[src/rtl/idex_pipe_stage.sv]
// idex_pipe_stage: elastic ID/EX register with one-entry skid buffer, flush and saturating stall counter
module idex_pipe_stage #(
    parameter int DATA_W     = 8,
    parameter int REG_ADDR_W = 3,
    parameter int ALU_OP_W   = 2,
    parameter int CNT_W      = 16
) (
    input  logic                  clk,
    input  logic                  reset,
    input  logic                  flush,
    input  logic                  in_valid,
    output logic                  in_ready,
    input  logic                  in_reg_write,
    input  logic [ALU_OP_W-1:0]   in_alu_ctrl,
    input  logic [DATA_W-1:0]     in_data1,
    input  logic [DATA_W-1:0]     in_data2,
    input  logic [REG_ADDR_W-1:0] in_rd,
    input  logic [REG_ADDR_W-1:0] in_rs,
    input  logic                  in_output_sel,
    output logic                  out_valid,
    input  logic                  out_ready,
    output logic                  out_reg_write,
    output logic [ALU_OP_W-1:0]   out_alu_ctrl,
    output logic [DATA_W-1:0]     out_data1,
    output logic [DATA_W-1:0]     out_data2,
    output logic [REG_ADDR_W-1:0] out_rd,
    output logic [REG_ADDR_W-1:0] out_rs,
    output logic                  out_output_sel,
    output logic [CNT_W-1:0]      stall_count
);
    localparam int PW = 2 + ALU_OP_W + 2 * DATA_W + 2 * REG_ADDR_W;
    logic          r_main_valid;
    logic          r_skid_valid;
    logic [PW-1:0] r_main_pl;
    logic [PW-1:0] r_skid_pl;
    logic [CNT_W-1:0] r_stall;
    logic [PW-1:0] w_in_pl;
    logic          w_accept;
    logic          w_load_main;
    logic          w_load_skid;
    logic          w_main_valid_nxt;
    logic          w_skid_valid_nxt;
    assign w_in_pl = {in_reg_write, in_alu_ctrl, in_data1, in_data2, in_rd, in_rs, in_output_sel};
    assign {out_reg_write, out_alu_ctrl, out_data1, out_data2, out_rd, out_rs, out_output_sel} = r_main_pl;
    assign out_valid   = r_main_valid;
    assign in_ready    = !r_skid_valid;
    assign stall_count = r_stall;
    assign w_accept         = in_valid & !r_skid_valid;
    assign w_load_main      = r_skid_valid ? out_ready : w_accept & (!r_main_valid | out_ready);
    assign w_load_skid      = w_accept & r_main_valid & !out_ready;
    assign w_main_valid_nxt = r_skid_valid | w_accept | (r_main_valid & !out_ready);
    assign w_skid_valid_nxt = r_skid_valid ? !out_ready : w_load_skid;
    always_ff @(posedge clk or negedge reset) begin
        if (!reset) begin
            r_main_valid <= 1'b0;
            r_skid_valid <= 1'b0;
            r_main_pl    <= '0;
            r_skid_pl    <= '0;
        end else if (flush) begin
            r_main_valid  <= 1'b0;
            r_skid_valid  <= 1'b0;
            r_main_pl[PW-1] <= 1'b0;
            r_main_pl[0]    <= 1'b0;
        end else begin
            r_main_valid <= w_main_valid_nxt;
            r_skid_valid <= w_skid_valid_nxt;
            if (w_load_main)
                r_main_pl <= r_skid_valid ? r_skid_pl : w_in_pl;
            else if (!w_main_valid_nxt)
                r_main_pl[PW-1] <= 1'b0;
            if (w_load_skid)
                r_skid_pl <= w_in_pl;
        end
    end
    always_ff @(posedge clk or negedge reset) begin
        if (!reset)
            r_stall <= '0;
        else if (r_main_valid & !out_ready & ~&r_stall)
            r_stall <= r_stall + CNT_W'(1);
    end
endmodule

[config.mk]
export PLATFORM = sky130hd
export DESIGN_NAME = idex_pipe_stage
export DESIGN_NICKNAME = d
export VERILOG_FILES = /design/src/rtl/idex_pipe_stage.sv
export SDC_FILE = /design/constraint.sdc
export NUM_CORES = 1
export LEC_CHECK = 0
export BUFFER_PORTS_ARGS = -buffer_cell sky130_fd_sc_hd__buf_2
export CAP_MARGIN = 20
export CORE_MARGIN = 2
export CORE_UTILIZATION = 57
export CTS_CLUSTER_DIAMETER = 150
export DETAILED_ROUTE_END_ITERATION = 12
export HOLD_SLACK_MARGIN = 0.12
export PLACE_DENSITY = 0.84
export SETUP_SLACK_MARGIN = 0.3
export SKIP_LAST_GASP = 1
export SLEW_MARGIN = 20
export SYNTH_ARGS = -nofsm -noshare
export SYNTH_HDL_FRONTEND = slang
export SYNTH_SLANG_ARGS = --single-unit
[constraint.sdc]
create_clock -name clk -period 3.3 [get_ports clk]
set_input_delay 0.33 -clock clk [delete_from_list [all_inputs] [get_ports clk]]
set_output_delay 0.33 -clock clk [all_outputs]
set_load 0.01 [all_outputs]
==> reports/qor.txt, run 1 <==
Detail Route Antenna Nets: 0
count of pins over their slew limit: 0
R2R Path Start: out_valid
synthesized instance count: 250
clock tree buffer depth: 2
hold buffer count at CTS: 0
synth unique cells: 41
RSZ-0062 raised after global routing: no
top post-synthesis cells by area: dfrtp_1 56%, mux2_4 9.1%, mux2i_1 7.6%
kind of end point of the critical path: flop
cell count of the worst reg-to-reg path: 4
vias per cell: 5.43
final core occ: 69.9%
largest net degree at the start of global routing: 71
H-tree depth: 3
# nets final: 360
clock-pin slew on the worst setup and hold paths: 80 ps
min Tclk post-route: 2010 ps
measured slew at the worst slew-check pin: 836 ps
number of synthesized flops with an enable pin: 0
routed wire length: 5.94 mm
FMAX: 498 MHz
Root Buffer: clkbuf_8
Synth Cell Area: 3150 um2
#FFs+latches synth: 70
DRT Pass-1 Iters: 4
GPL Wtd Cong: 0.850
Setup violations, final: 0
Worst EP arrival: 2220 ps
Detailed Place HPWL: 3.98 mm
FP Rows: 27
CTS tree: done
worst relative slew slack: 44.2%
Max-cap violations: 0
post-route cell area: 3780 um2
Async SR Flop Fraction: 100%
initial antenna violation count: 0
setup slack, reg-to-reg: 1290 ps
total gr overflow: 0
top_reg_cell synth: dfrtp_1
CP Class: flop to flop
CP startpoint kind: flop
slowest stage cell, crit path: mux2_1
Resized cells post-CTS: 0
Pleak: 1.79 nW
clock sink count: 70
DRC Markers: 0
Post-CTS Setup Inserts: 0
syn avg cell area: 12.6 um2
outcome: finished, final reports clean
clk_lat worst skew: 340 ps
Placed Area: 3580 um2
vias: 2199
Mapped Nets: 282
n_diodes: 0
Starting Density: 58.2%
largest area contributor in the netlist: dfrtp_1
Final Skew: 8.57 ps
Cell Chain, Critical Path: nand2b_1 > inv_2 > nand4_4 > mux2_1
die height: 78.3 um
# IOs: 75
PwrDens: 602 nW/um2
sequential area share after synthesis: 55.6%
PortBufs: 74
CP max FO: 26
Hold Crit Class: input port to asynchronous set/reset pin
Final Hold Fails: 0
gr usage total: 21.0%
share of cells above drive strength 1: 38.7%
CTS buffer count: 9
Initial DRC Count: 130
setup TNS: 0 ps
first-pass GRT wire length: 9.97 mm
YS warnings: 0
core area: 5410 um2
worst hold margin: 170 ps
Final period util: 60.8%
die area: 6130 um2
vias in the first global route: 2105
slowest cell delay on critical path: 520 ps
CP required: 3520 ps
top cell type's share of synthesized area: 55.6%
Area Overhead vs Synth: 20.0%
WL per Instance: 14.7 um
peak supply drop: 0.425 mV
Die X: 78.3 um
capturing point of the worst reg2reg path: r_skid_pl[11]
[logic make-up (layout without fill, tap and decap cells)]
logic type                 count (synthesis)  in the layout  share of synthesized area [%]
AOI/OAI and AO/OA                         35             35                           6.24
xor gates and xnor gates                  11             11                           3.06
adders and majority gates                  1              1                          0.397
buffers and inverters                     15             98                           2.62
DFF                                       70             70                           55.6
muxes                                     53             53                           20.3
and+or+nand+nor                           65             65                           11.8
[cell usage in the layout, fill, tap and decap left out, types with 2 or more instances in the layout]
cell and n:
mux2_2 8, nor4_1 3, mux2i_1 24, clkbuf_1 2, xnor2_1 6, o21a_1 2
nand3_1 8, a21oi_1 27, dfrtp_1 70, nor3_1 3, nand2_1 2, buf_2 74
clkbuf_8 11, buf_4 4, xor2_1 5, mux2_1 2, nor2_1 28, nand4_1 7
inv_1 3, mux2_4 19
[how the worst max path moves through the flow]
| stage | from | end | slack, ps |
|---|---|---|---|
| after floorplan | stall_count[0] | stall_count[1] | 1610 |
| after global placement | out_ready | r_skid_pl[11] | 1260 |
| after detailed placement | out_ready | r_skid_pl[11] | 1190 |
| after CTS | out_valid | r_skid_pl[11] | 1290 |
| after global routing | out_valid | r_skid_pl[11] | 1100 |
| final | out_valid | r_skid_pl[11] | 1290 |
[where the power goes]
group	internal (mW)	switching [mW]
Combinational	0.237	0.201
Sequential	1.02	0.116
Clock	0.390	0.308
[area by class of cell]
class / count / area [um2]
Sequential cell: 70 / 1750
Fill cell: 418 / 1630
Multi-Input combinational cell: 165 / 1320
Timing Repair Buffer: 78 / 400
Clock buffer: 13 / 159
Tap cell: 72 / 90.1
Clock inverter: 3 / 42.5
Inverter: 4 / 15.0
[per-layer routing]
metal  global-route usage (%)  up-vias  part of all wire [%]
met1                     28.1     1081                    46
li1                         -     1050                     -
met4                     7.89        0                   1.4
met2                     32.8       59                    47
met5                        0        -                     0
met3                     5.75        9                   5.1
[through the flow]
step           instances  power (mW)  setup WS [ps]
2_1_floorplan        250        1.42           1610
3_3_place_gp         389        1.57           1260
3_5_place_dp         389        1.59           1190
4_1_cts              405        2.30           1290
5_1_grt              405        2.39           1100
6_report             405        2.27           1290
[registers in the layout, indices dropped and copies added, names as in the netlist]
signal,cells
stall_count,16
out_valid,1
r_skid_valid,1
r_main_pl,26
r_skid_pl,26
[worst max-delay path, delay by kind of cell (launching register included)]
family / cells / cell delay [ps]
multiplexers: 1 / 520
flip-flops: 1 / 440
AND/OR/NAND/NOR: 2 / 760
buffers and inverters: 1 / 160
[synth_stat cells, drive strengths merged (2+ instances only)]
cell    count
nand2       2
clkbuf      2
nor4        5
xor2        5
xnor2       6
mux2i      24
buf         9
nor3        4
a21oi      27
dfrtp      70
nor2       29
o21a        2
nand4       9
nand3       9
inv         4
mux2       29
No activity file was read; power rests on OpenSTA's default activity.
==> run 2: changes to the inputs <==
ABC_AREA = 1   (was default)
CORE_UTILIZATION = 49   (was 57)
PLACE_DENSITY = 0.76   (was 0.84)
clock period = 1.78 ns   (was 3.3 ns; I/O delays follow)
==> run 2 against run 1 <==
Clock skew rose by 1.1 ps. Hold slack worse by 39 ps. First-iteration DRC count grew 80%. Routed wire length grew 29%. Power is 97% higher. Sequential power up 85%. Via count increased by 39%. Register-to-register slack lost 940 ps. Die area grew 23%. Critical endpoint is now stall_count[15]. Largest power group unchanged.
==> reports/qor.txt, run 2 <==
outcome: finished, final reports clean
DRC Markers: 0 (unchanged)
vias in the first global route: 2937 (+40%)
top_reg_cell synth: dfrtp_1
capturing point of the worst reg2reg path: stall_count[15]
gr usage total: 22.0% (+1.0 points)
clk_lat worst skew: 330 ps (about the same)
Hold Crit Class: input port to flop
initial antenna violation count: 0 (unchanged)
top post-synthesis cells by area: dfrtp_1 52%, nand2_1 21%, o21ai_0 8.3%
Initial DRC Count: 234 (+80%)
Pleak: 2.34 nW (+31%)
FMAX: 701 MHz (+41%)
fill cell count: 600 (+44%)
number of synthesized flops with an enable pin: 0 (unchanged)
Cells on Worst Hold Path: 3
RSZ-0062 raised after global routing: yes
combinational share of power: 18.3% (-1.0 points)
clock-pin slew on the worst setup and hold paths: 70 ps (about the same)
fraction of synthesized area in multiplexers: 0% (-20 points)
Worst Hold End: r_skid_pl[14]
Cell Chain, Critical Path: buf_4 > inv_1 > nor2_2 > nand2_1 > nor2_1 > nand3_1 > nand2_1 > nand2_1
Mapped Nets: 472 (+67%)
setup slack, reg-to-reg: 350 ps (-940 ps)
total power: 4.49 mW (+97%)
clock tree buffer depth: 2 (unchanged)
HP Start: in_data2[7]
n_diodes: 0 (unchanged)
adder-cell share of the synthesized area: 0.371% (-0.027 points)
Die X: 87.0 um (+11%)
cell count of the worst reg-to-reg path: 8 (+4)
DRT Pass-1 Iters: 6 (+2)
CP Class: flop to flop
clock sink count: 70 (unchanged)
min Tclk post-route: 1430 ps (-580 ps)
simple-gate share of the synthesized area: 29.3% (+18 points)
# nets final: 571 (+59%)
CP max FO: 5 (-81%)
largest net degree at the start of global routing: 53 (-25%)
CTS buffer count: 9 (unchanged)
most numerous cell on the critical path: nand2_1
Setup violations, final: 0 (unchanged)
WL per Instance: 12.3 um (-16%)
slowest stage cell, crit path: dfrtp_2
slowest cell delay on critical path: 430 ps (-90 ps)
Psw: 1.27 mW (+100%)
share of cells above drive strength 1: 22.2% (-16 points)
CP startpoint kind: flop
H-tree depth: 3 (unchanged)
YS warnings: 0 (unchanged)
Detailed Place HPWL: 5.04 mm (+27%)
die height: 87.0 um (+11%)
count of pins over their slew limit: 0 (unchanged)
Crit path max-delay family: simple AND/OR/NAND/NOR gates
Detail Route Antenna Nets: 0 (unchanged)
commonest cells in the netlist: 188 x nand2_1, 70 x dfrtp_1, 56 x o21ai_0
Pint: 3.21 mW (+95%)
vias: 3056 (+39%)
Clock power frac: 34.7% (+4.0 points)
synth unique cells: 27 (-34%)
largest area contributor in the netlist: dfrtp_1
largest family of logic cells by synthesized area: simple AND/OR/NAND/NOR gates
Final period util: 80.2% (+19 points)
worst relative slew slack: 55.4% (+11 points)
top cell type's share of synthesized area: 51.9% (-3.7 points)
Synth Area in Compound Gates: 9.09% (+2.8 points)
count leader, synth: nand2_1
#FFs+latches synth: 70 (unchanged)
Final Hold Fails: 0 (unchanged)
GPL Wtd Cong: 0.936 (+10%)
xor and xnor area share after synthesis: 1.04% (-2.0 points)
worst hold margin: 131 ps (-38.9 ps)
setup ws final: 353 ps (-940 ps)
total gr overflow: 0 (unchanged)
Starting Density: 50.2% (-8.0 points)
Synth Cell Area: 3370 um2 (+7.2%)
die area: 7560 um2 (+23%)
Root Buffer: clkbuf_8
first-pass GRT wire length: 13.2 mm (+33%)
measured slew at the worst slew-check pin: 669 ps (-167 ps)
CP Buf/Inv Count: 2 (+1)
core area: 6720 um2 (+24%)
Area Overhead vs Synth: 29.7%
PortBufs: 74 (unchanged)
Async SR Flop Fraction: 100% (unchanged)
Max-cap violations: 0 (unchanged)
most frequent cells in the layout: 187 x nand2_1, 73 x buf_2, 67 x dfrtp_1
PwrDens: 1030 nW/um2 (+70%)
# IOs: 75 (unchanged)
share of total power in sequential cells: 47.0% (-3.1 points)
CTS tree: done
synthesized instance count: 440 (+76%)
Final Skew: 9.71 ps (+1.14 ps)
Worst EP arrival: 1640 ps (-580 ps)
sequential area share after synthesis: 51.9% (-3.7 points)
setup TNS: 0 ps (unchanged)
commonest non-fill, non-tap cell in the layout: nand2_1
peak supply drop: 0.627 mV (+47%)
CP required: 2000 ps (-1520 ps)
pre-CTS WS: -7.11 ps (-1200 ps)
vias per cell: 4.90 (-9.8%)
FP Rows: 30 (+11%)
R2R Path Start: stall_count[0]
syn avg cell area: 7.67 um2 (-39%)
kind of end point of the critical path: flop
Sw Ratio: 28.4% (+0.88 points)
routed wire length: 7.67 mm (+29%)
==> run 2: layout make-up <==
| class | instances | area [um2] | share of cell area [%] |
|---|---|---|---|
| flip-flops and latches | 70 | 1760 | 40.1 |
| clock inverters | 6 | 109 | 2.49 |
| well taps | 80 | 100 | 2.29 |
| clock buffers | 10 | 138 | 3.15 |
| inverters | 49 | 189 | 4.32 |
| repair buffers | 103 | 672 | 15.4 |
| multi-input cells | 306 | 1410 | 32.3 |
==> run 2: per-layer routing <==
layer,wire (um),vias up,share of wire [%],track usage [%]
li1,-,1559,-,-
met1,3390,1415,44,30.3
met2,3790,78,49,34.9
met3,431,4,5.6,3.79
met4,63,0,0.82,8.24
met5,0,-,0,0
==> run 2: how the worst max path moves through the flow <==
| stage | start | end | depth (start not counted) |
|---|---|---|---|
| global placement | stall_count[0] | stall_count[7] | 8 |
| CTS | r_skid_valid | r_main_pl[11] | 8 |
| global route | stall_count[0] | stall_count[15] | 8 |
| detailed placement | stall_count[0] | stall_count[7] | 8 |
| floorplan | stall_count[0] | stall_count[12] | 6 |
| finish | stall_count[0] | stall_count[15] | 8 |
==> run 2: timing repair <==
| item | 4_1_cts | 5_1_grt |
|---|---|---|
| endpoints found under the setup margin | 15 | 63 |
| pin swaps | 0 | 1 |
| resized for setup | 9 | 14 |
| endpoints found under the hold margin | 70 | 0 |
| setup buffers | 0 | 2 |
| hold buffers | 21 | 0 |
==> run 2: kinds of logic after synthesis <==
logic type	after synthesis
adder cells (fa/ha/maj)	1
AO/OA/AOI/OAI	60
XOR/XNOR	4
buffers and inverters	64
flip-flops	70
AND/OR/NAND/NOR	241
==> run 2: worst reg2reg max path, delay by kind of cell (launching register included) <==
kind	cells	cell delay (ps)
AND/OR/NAND/NOR	6	670
flip-flops	1	430
buffers and inverters	2	200
==> run 2: per-stage QoR <==
stage / area [um2] / std cells / util, %
after detailed placement: 3810 / 585 / 56.8
after floorplan: 3370 / 440 / -
final: 4380 / 624 / 65.1
after global placement: 3810 / 585 / 56.8
after global routing: 4380 / 624 / 65.1
after CTS: 4300 / 622 / 64.1
==> run 2: power by group through the flow <==
stage          clock, mW  sequential (mW)  combinational [mW]
6_report            1.56             2.11               0.819
5_1_grt             1.67             2.14               0.945
4_1_cts             1.60             2.09               0.791
3_5_place_dp           0             2.11               0.748
3_3_place_gp           0             2.09               0.728
2_1_floorplan          0             2.14               0.379
